===== src/rtl/fetch_unit.sv =====
// fetch_unit: instruction fetch stage with a single instruction register (IR)
// and a valid/ready handshake toward the decode stage.
// Widths come from the PC_SIZE / INSTR_SIZE macros (defaults below).
// Optional feature macro: FETCH_HALT_EN -- when defined, an instruction with
// opcode 6'h3F is delivered normally and then fetch halts until reset.

`ifndef PC_SIZE
`define PC_SIZE 8
`endif
`ifndef INSTR_SIZE
`define INSTR_SIZE 32
`endif

module fetch_unit (
  input  logic                   clock,
  input  logic                   nReset,
  output logic [`PC_SIZE-1:0]    imem_addr,
  input  logic [`INSTR_SIZE-1:0] imem_instr,
  input  logic                   stall,
  input  logic                   jump,
  input  logic [25:0]            jump_addr,
  input  logic                   branch_taken,
  input  logic [15:0]            branch_offset,
  output logic [`INSTR_SIZE-1:0] instr,
  output logic [`PC_SIZE-1:0]    instr_pc,
  output logic                   instr_valid,
  input  logic                   instr_ready,
  output logic                   halted
);

  typedef enum logic [1:0] {IDLE, FETCH, FLUSH, HALT} state_t;

  state_t                 state, state_next;
  logic [`PC_SIZE-1:0]    pc, pc_next;
  logic [`PC_SIZE-1:0]    instr_pc_next;
  logic [`INSTR_SIZE-1:0] instr_next;
  logic                   instr_valid_next;
  logic [`PC_SIZE-1:0]    seq_pc, branch_target, jump_target;
  logic [`PC_SIZE+15:0]   offset_wide;
  logic                   redirect, capture, halt_op;

  // The ROM is addressed straight from the PC so the read data is ready
  // to be captured on the same edge that advances the PC.
  assign imem_addr = pc;

  // Both redirect targets are relative to the instruction held in the IR.
  assign seq_pc        = instr_pc + `PC_SIZE'(1);
  assign offset_wide   = {{`PC_SIZE{branch_offset[15]}}, branch_offset};
  assign branch_target = seq_pc + offset_wide[`PC_SIZE-1:0];
  wire   unused_offset_bits = ^offset_wide[`PC_SIZE+15:`PC_SIZE];

  // A narrow PC takes the low jump field bits; a wide PC keeps its upper
  // bits from the sequential address, as in a MIPS-style J-type jump.
  if (`PC_SIZE <= 26) begin : g_jump_narrow
    assign jump_target = jump_addr[`PC_SIZE-1:0];
    if (`PC_SIZE < 26) begin : g_jump_spare
      wire unused_jump_bits = ^jump_addr[25:`PC_SIZE];
    end
  end else begin : g_jump_wide
    assign jump_target = {seq_pc[`PC_SIZE-1:26], jump_addr};
  end

`ifdef FETCH_HALT_EN
  assign halt_op = (imem_instr[31:26] == 6'h3F);
  assign halted  = (state == HALT);
`else
  assign halt_op = 1'b0;
  assign halted  = 1'b0;
`endif

  // A redirect needs a held instruction to be relative to; a new
  // instruction is captured only when the IR is empty or being drained.
  assign redirect = (jump || branch_taken) && instr_valid && (state != HALT);
  assign capture  = (state == FETCH) && !stall && (!instr_valid || instr_ready);

  // Next-state logic: redirect wins over everything, otherwise the state
  // decides whether a new instruction is captured this cycle.
  always_comb begin
    state_next       = state;
    pc_next          = pc;
    instr_next       = instr;
    instr_pc_next    = instr_pc;
    instr_valid_next = instr_valid;
    if (instr_valid && instr_ready) begin
      instr_valid_next = 1'b0;
    end
    if (redirect) begin
      pc_next          = jump ? jump_target : branch_target;
      instr_valid_next = 1'b0;
      state_next       = FLUSH;
    end else begin
      case (state)
        IDLE:  state_next = FETCH;
        FETCH: begin
          if (capture) begin
            instr_next       = imem_instr;
            instr_pc_next    = pc;
            instr_valid_next = 1'b1;
            pc_next          = pc + `PC_SIZE'(1);
            if (halt_op) begin
              state_next = HALT;
            end
          end
        end
        FLUSH:   state_next = FETCH;
        HALT:    state_next = HALT;
        default: state_next = IDLE;
      endcase
    end
  end

  // State, PC and IR registers; reset restarts fetch from address 0.
  always_ff @(posedge clock or negedge nReset) begin
    if (!nReset) begin
      state       <= IDLE;
      pc          <= '0;
      instr       <= '0;
      instr_pc    <= '0;
      instr_valid <= 1'b0;
    end else begin
      state       <= state_next;
      pc          <= pc_next;
      instr       <= instr_next;
      instr_pc    <= instr_pc_next;
      instr_valid <= instr_valid_next;
    end
  end

endmodule


===== config.mk =====
export PLATFORM = sky130hd
export DESIGN_NAME = fetch_unit
export DESIGN_NICKNAME = d
export VERILOG_FILES = /design/src/rtl/fetch_unit.sv
export SDC_FILE = /design/constraint.sdc
export NUM_CORES = 1
export LEC_CHECK = 0
export BUFFER_PORTS_ARGS = -buffer_cell sky130_fd_sc_hd__buf_2
export CAP_MARGIN = 30
export CORE_ASPECT_RATIO = 2
export CORE_UTILIZATION = 41
export DETAILED_ROUTE_END_ITERATION = 7
export GPL_TIMING_DRIVEN = 0
export PLACE_DENSITY = 0.81
export SLEW_MARGIN = 20
export SYNTH_ARGS = -nofsm -noshare
export SYNTH_HDL_FRONTEND = slang
export SYNTH_SLANG_ARGS = --single-unit

===== constraint.sdc =====
create_clock -name clock -period 1.6 [get_ports clock]
set_input_delay 0.32 -clock clock [delete_from_list [all_inputs] [get_ports clock]]
set_output_delay 0.32 -clock clock [all_outputs]
set_load 0.01 [all_outputs]

# Yosys cells after proc, flatten, opt, wreduce, memory -nomap -nowiden

Cells that the tools add are included.
W data, S select, Z words.

Add/sub/neg operators: 3
Eq/ne operators: 5
Multiplexer cells: 10
Bitwise logic cells: 1
Reduce and logical (&&, ||, !) cells: 15

Operators by type and width:

| cell                  | number |
|---|---|
| $mux W8               | 4 |
| $add A8 B1 Y8 const B | 2 |
| $add A8 B8 Y8         | 1 |
| $logic_and A1 B1 Y1   | 5 |
| $eq A2 B2 Y1 const B  | 2 |
| $mux W1               | 4 |
| $ne A2 B2 Y1 const B  | 2 |
| $pmux W2 S2           | 1 |
| $reduce_bool A2 Y1    | 2 |
| $reduce_and A3 Y1     | 1 |
| $eq A2 B1 Y1 const B  | 1 |
| $logic_not A1 Y1      | 2 |
| $logic_not A2 Y1      | 1 |
| $logic_or A1 B1 Y1    | 2 |
| $mux W2               | 1 |
| $reduce_and A2 Y1     | 1 |
| $reduce_or A2 Y1      | 1 |
| $not A1 Y1            | 1 |

Bits in registers: 51
Bits of input ports: 80
Output and inout bits: 50
Word-level logic and storage cells: 39

# Depth between registers and ports, before layout

Gate-level depths: netlist of run 1.

Depth after elaboration: 6
Gate-level depth with buffers: 8
Depth with buffers taken out: 8

# Least setup slack after synthesis of run 1

No wires, ideal clock.

Kind: flip-flop to flip-flop
Start point: register state[1]
End point: register instr[0]
Library setup time: 0.125 ns
Data arrival time: 1.603 ns
Required time: 1.475 ns
Setup slack: -0.128 ns
Cell stages (with the launch flop): 6
Path buffers: 1
Clock period less this slack: 1.728 ns
Cells stage by stage: dfrtp_1 -> or3b_4 -> nand2b_4 -> nor2_4 -> buf_6 -> mux2_2

Word-level cells in the longest chain between the ends: 4
Elaborated cells on any way between the ends: 7
Those cells by class: 2 x eq/ne; 1 x bitwise; 4 x reduce/logical

Ends and longest elaborated chain:

| item                                              | RTL line   | RTL |
|---|---|---|
| from (decl)                                       | 33         | `state_t state, state_next;` |
| from (signal assigned)                            | 121        | `state <= state_next;` |
| $eq A2 B1 Y1 or $ne A2 B2 Y1 (tied branches)      | 74, 92, 73 |  |
| $logic_and A1 B1 Y1, on equally long branches     | 74, 73     |  |
| $logic_and A1 B1 Y1 or $not A1 Y1 (tied branches) | --         |  |
| $reduce_and A3 Y1 (no source line) (*)            | --         |  |
| to (signal assigned)                              | 123        | `instr <= instr_next;` |
| to (decl)                                         | 24         | `` output logic [`INSTR_SIZE-1:0] instr, `` |

Every way passes the cells marked *; elsewhere a longest branch is shown, timed or not.
A chain may end at the register's enable or synchronous reset.

# Worst setup path after layout of run 1

Start point: register state[1]
End point: register instr[10]

The elaborated chain is that of the path after synthesis.

==> run metrics, run 1 <==
run status=finished, violations left; violated checks=DRC, setup timing; flop2flop setup slack=-0.20 ns; clk_skew=0.00414 ns; Clock Pin Slew Worst Setup and Hold Paths=0.07 ns; Final Setup Violations=43; hold buffer count at cts=0; num ports=130; CTS root buf=clkbuf_16; largest net degree at the start of global routing=29; row cnt=40; Max Cap Viol=0; overall routing resource usage=23.0%; Synth async-reset ratio=100%; Static Leak=1.85 nW; Synth Cell Area=2530 um2; number of global-route vias before repair=2358; global-route wire length before repair=11200 um; crit start category=register; wire length per cell=17.5 um; Final GP Congestion=0.890; DRT Pass-1 Iters=7; unrepaired setup endpoints after global routing=true; Max Slew Vio Count=0; GRT Residual Overflow=0; sequential fraction of the synthesis area=50.4%; Critical Path AT=1.97 ns; Clock Tree Buf Depth=2; CTS tree=built; synthesis-to-layout area growth=52.3%; crit path cell chain=or3b_4, nand2b_4, nor2_4, buf_12, buf_12, buf_8, mux2_4; CTS buffer count=5; Post-synth EDFFs=0; final period utilization=112%; Ys Warns=0; Ant. Diodes=0; CP bufs+invs=3; CP Capture Type=register; area leader, netlist=dfrtp_1; worst r2r src=state[1]$_DFFE_PN0P_; Synth cell types=44; iteration-0 DRC count of the detailed router=62; IO Port Bufs=102; slew margin rel.=59.0%; die height=113 um; vias=2228; maximum VDD drop=1.15 mV; Post-DRT Antenna Nets=0; Hold WC Path Type=input pin to async pin; Synth area leaders=dfrtp_1 50%, mux2_2 17%, ha_1 4.0%, nand2_1 2.7%, nor2_1 1.9%; Starting Density=42.5%; CP max-delay cell=dfrtp_1; Worst Tran Pin Value=0.614 ns; DRC=4; final worst setup slack=-0.196 ns; CP required=1.78 ns; Routed WL=7090 um; Reg-to-Reg End=instr[10]$_DFFE_PN0P_; DIE WIDTH=57.6 um; Layout Nets=430; syn_nets=303; fin util=64.7%; fillers=482; Crit Path Max Fanout=6; Detail Placement HPWL=4970 um; Worst path most repeated cell=buf_12; core area=5960 um2; antenna violations before repair=0; clk sink count=51; vias per cell=5.50; power per cell area=1830 nW/um2; WS Path Type=register to register; Avg Cell Area, Syn=11.8 um2; worst hold slack=0.0196 ns; Post-Syn Instances=214; Max Freq=557 MHz; crit-path max cell delay=0.38 ns; Die ar.=6510 um2; ratio of cells with drive above 1 in the final layout=59.4%; Top FF cell, synth=dfrtp_1; Hold Fails Final Rpt=0; critical path's top delay family=simple AND/OR/NAND/NOR gates; H-Tree Depth=2; Seq cells post-synth=51; worst-skew pair later-pin latency=0.29 ns; FF-to-FF path depth=7; post-synth top area share=50.4%; Final Critical Period=1.80 ns
## how the worst max path moves through the flow
stage / from / endpoint / depth (start not counted)
final: state[1]$_DFFE_PN0P_ / instr[10]$_DFFE_PN0P_ / 7
after global routing: state[1]$_DFFE_PN0P_ / instr[5]$_DFFE_PN0P_ / 7
after CTS: state[1]$_DFFE_PN0P_ / instr[5]$_DFFE_PN0P_ / 7
after detailed placement: stall / instr[1]$_DFFE_PN0P_ / 6
after global placement: stall / instr[30]$_DFFE_PN0P_ / 6
after floorplan: state[1]$_DFFE_PN0P_ / instr[0]$_DFFE_PN0P_ / 5
## per-stage QoR
stage	total power, W	cell area (um2)	cells	setup WS (ns)	setup TNS, ns
final	0.00704	3860	405	-0.196	-5.72
after CTS	0.00694	3770	402	-0.222	-6.15
after global placement	0.00473	3150	379	-0.285	-10.38
after global routing	0.00744	3860	405	-0.257	-7.98
after detailed placement	0.00487	3170	380	-0.299	-10.80
after floorplan	0.00384	2560	214	-0.128	-4.59
## layout make-up
cell class / instances / area, um2 / area share, %
plain buffers: 7 / 87.6 / 2.27
flip-flops and latches: 51 / 1280 / 33.1
multi-input cells: 150 / 1500 / 38.9
clock buffers: 6 / 139 / 3.60
inverters: 6 / 22.5 / 0.584
clock inverters: 2 / 38.8 / 1.01
repair buffers: 120 / 714 / 18.5
well taps: 63 / 78.8 / 2.04
## routing by layer
layer	wire [um]	GRT usage [%]	vias up
met3	314	3.89	33
met1	2450	23.4	1082
met5	0	0	-
met2	3940	41.6	95
li1	-	-	1018
met4	388	15.3	0
## Yosys cell counts, types with 3 or more instances
cell and instances:
nor3_1 4, o21ai_0 6, nand2b_1 3, buf_6 4
a31oi_1 3, dfrtp_1 51, inv_1 5, xor2_1 3
o21a_1 5, nor2_1 13, a21oi_1 7, nand2_1 18
mux2_2 39, nand3_1 5, nor2b_1 4, ha_1 8
## where the power goes
group	switching [W]	internal, W	leakage (nW)	total [W]
clock	0.000480	0.000786	0.0875	0.00127
sequential	0.000455	0.00188	0.612	0.00234
combinational	0.00149	0.00195	1.15	0.00344
## flip-flops by register name (all words and copies together), names as in the netlist
name,cells
state,2
instr_pc,8
imem_addr,8
instr_valid,1
instr,32
## cells in the final DEF, fill, tap and decap left out, types with 3 or more instances in the layout
cell type / count
a21oi_1: 7
a31oi_1: 3
buf_12: 5
buf_2: 102
buf_4: 11
buf_6: 4
buf_8: 4
clkbuf_16: 5
dfrtp_1: 51
ha_1: 3
ha_4: 5
inv_1: 4
mux2_4: 37
nand2_1: 16
nand2b_1: 3
nand3_1: 4
nor2_1: 10
nor2_4: 4
o21a_1: 5
o21ai_0: 3
o21ai_1: 4
xor2_1: 3
## timing repair
action,CTS,global route
resized for setup,65,15
endpoints found under the hold margin,0,0
setup endpoints to repair,46,47
buffers inserted,12,5
pin swaps,6,12
gates cloned,2,0
## cell families after synthesis
| logic type | after synthesis | synth area share, % |
|---|---|---|
| buffers and inverters | 13 | 3.41 |
| AOI/OAI and AO/OA | 39 | 10.7 |
| other | 1 | 0.148 |
| and+or+nand+nor | 56 | 11.2 |
| DFF | 51 | 50.4 |
| xor gates and xnor gates | 5 | 1.73 |
| adders and majority gates | 9 | 4.74 |
| muxes | 40 | 17.7 |
Power figures use the tool's default switching activity.
==> inputs of run 2 (changes only) <==
==> constraint.sdc (replaced) <==
create_clock -name clock -period 1.6 [get_ports clock]
set_input_delay 0.24 -clock clock [delete_from_list [all_inputs] [get_ports clock]]
set_output_delay 0.24 -clock clock [all_outputs]
set_load 0.01 [all_outputs]
==> run metrics, run 2 (synthesized netlist as in run 1, its figures left out) <==
CP max-delay cell=dfrtp_1; slew margin rel.=58.5%; Worst Tran Pin Value=0.622 ns; post-route cell area=3870 um2; Clock Tree Buf Depth=2; DRC=4; Post-DRT Antenna Nets=0; Max Slew Vio Count=0; final worst setup slack=-0.193 ns; synthesis-to-layout area growth=52.7%; power per cell area=1820 nW/um2; Hold WC Path Type=input pin to register; row cnt=40; ratio of cells with drive above 1 in the final layout=59.2%; core area=5960 um2; final period utilization=112%; antenna violations before repair=0; Hold Fails Final Rpt=0; Static Leak=1.86 nW; clk sink count=51; global routing usage on met2=41.4%; crit start category=register; vias per cell=5.47; Switch Pwr=0.00242 W; num ports=130; largest net degree at the start of global routing=29; iteration-0 DRC count of the detailed router=72; maximum VDD drop=1.16 mV; worst-skew pair later-pin latency=0.29 ns; CTS root buf=clkbuf_16; DP Area=3170 um2; sequential power share=33.2%; Die ar.=6510 um2; most common cell after layout, fill and taps aside=buf_2; clk_skew=0.00411 ns; Max Freq=558 MHz; Routed WL=7070 um; Final GP Congestion=0.890; Crit Path Max Fanout=6; CTS buffer count=5; number of global-route vias before repair=2358; GR Layer Usage met1=23.5%; Max Cap Viol=0; run status=finished, violations left; Biggest register=instr; crit-path max cell delay=0.38 ns; violated checks=DRC, setup timing; Worst path most repeated cell=buf_12; M3 GR Usage=3.89%; sw frac=34.4%; Layout Nets=431; Ant. Diodes=0; Final Critical Period=1.79 ns; Clock power frac=18.0%; die height=113 um; max reg flops=32; vias=2222; WS Path Type=register to register; CTS tree=built; CP required=1.78 ns; H-Tree Depth=2; Logic pwr share=48.9%; Detail Placement HPWL=4970 um; crit path cell chain=or3b_4, nand2b_4, nor2_4, buf_12, buf_12, buf_8, mux2_4; IO Port Bufs=102; GRT Residual Overflow=0; worst hold slack=0.172 ns; CP Capture Type=register; wire length per cell=17.4 um; Starting Density=42.5%; Critical Path AT=1.97 ns; Final Setup Violations=43; unrepaired setup endpoints after global routing=true; overall routing resource usage=23.1%; gr busiest metal=met2; most frequent cells in the layout=102 x buf_2, 51 x dfrtp_1, 37 x mux2_4, 16 x nand2_1, 11 x buf_4; Pint=0.00462 W; DRT Pass-1 Iters=6; Clock Pin Slew Worst Setup and Hold Paths=0.07 ns; DIE WIDTH=57.6 um; global-route wire length before repair=11200 um
run 2: cell count changes in the layout (fill, tap and decap cells not counted), sizes merged:
cell         delta
dlygate4sd3     +1
run 2: worst max-delay path: cells and delay by family (launching register included):
kind          cells  cell delay (ns)
simple gates      3             0.64
flops             1             0.38
buf+inv           3             0.36
mux               1             0.29
run 2: layer usage:
metal,vias to the layer above,share of wire (%)
met5,-,0
met4,0,5.7
met3,33,4.5
met2,96,55
met1,1075,34
li1,1018,-
run 2: layout make-up:
type	instances	area, um2
plain buffers	7	87.6
flip-flops and latches	51	1280
repair buffers	121	724
fillers	479	2090
well taps	63	78.8
clock buffers	6	139
clock inverters	2	38.8
multi-input cells	150	1500
inverters	6	22.5
run 2: metrics by stage:
step | setup TNS (ns) | util (%) | std cells | total power, W | worst slack [ns]
global route | -7.97 | 64.9 | 406 | 0.00745 | -0.257
CTS | -6.15 | 63.5 | 403 | 0.00694 | -0.222
finish | -5.58 | 64.9 | 406 | 0.00704 | -0.193
detailed placement | -9.56 | 53.2 | 380 | 0.00487 | -0.273
global placement | -8.96 | 52.9 | 379 | 0.00473 | -0.253
floorplan | -4.59 | - | 214 | 0.00384 | -0.128
run 2: path summary, 6_finish.rpt:
kind	startpoint	end	slack (ns)	cells after the start
max	state[1]$_DFFE_PN0P_	instr[10]$_DFFE_PN0P_	-0.19	7
min	imem_instr[22]	instr[22]$_DFFE_PN0P_	0.17	2
max in group asynchronous	nReset	instr[18]$_DFFE_PN0P_	0.56	3
min reg2reg	instr[2]$_DFFE_PN0P_	instr[2]$_DFFE_PN0P_	0.50	1
max reg2reg	state[1]$_DFFE_PN0P_	instr[10]$_DFFE_PN0P_	-0.19	7
min in group asynchronous	nReset	instr_pc[5]$_DFFE_PN0P_	0.49	2
run 2: what timing repair did:
action / in CTS / in global routing
hold buffers: 1 / 0
pin swaps: 6 / 12
gates cloned: 2 / 0
setup buffers: 12 / 5
gates resized for setup: 65 / 15
endpoints found under the hold margin: 23 / 0
setup endpoints to repair: 46 / 47
run 2: power by group through the flow:
stage	combinational [W]	clock, W	sequential [W]
after global placement	0.00247	0	0.00226
after detailed placement	0.00256	0	0.00231
final	0.00344	0.00126	0.00233
after floorplan	0.00131	0	0.00253
after CTS	0.00333	0.00130	0.00231
after global routing	0.00370	0.00133	0.00241
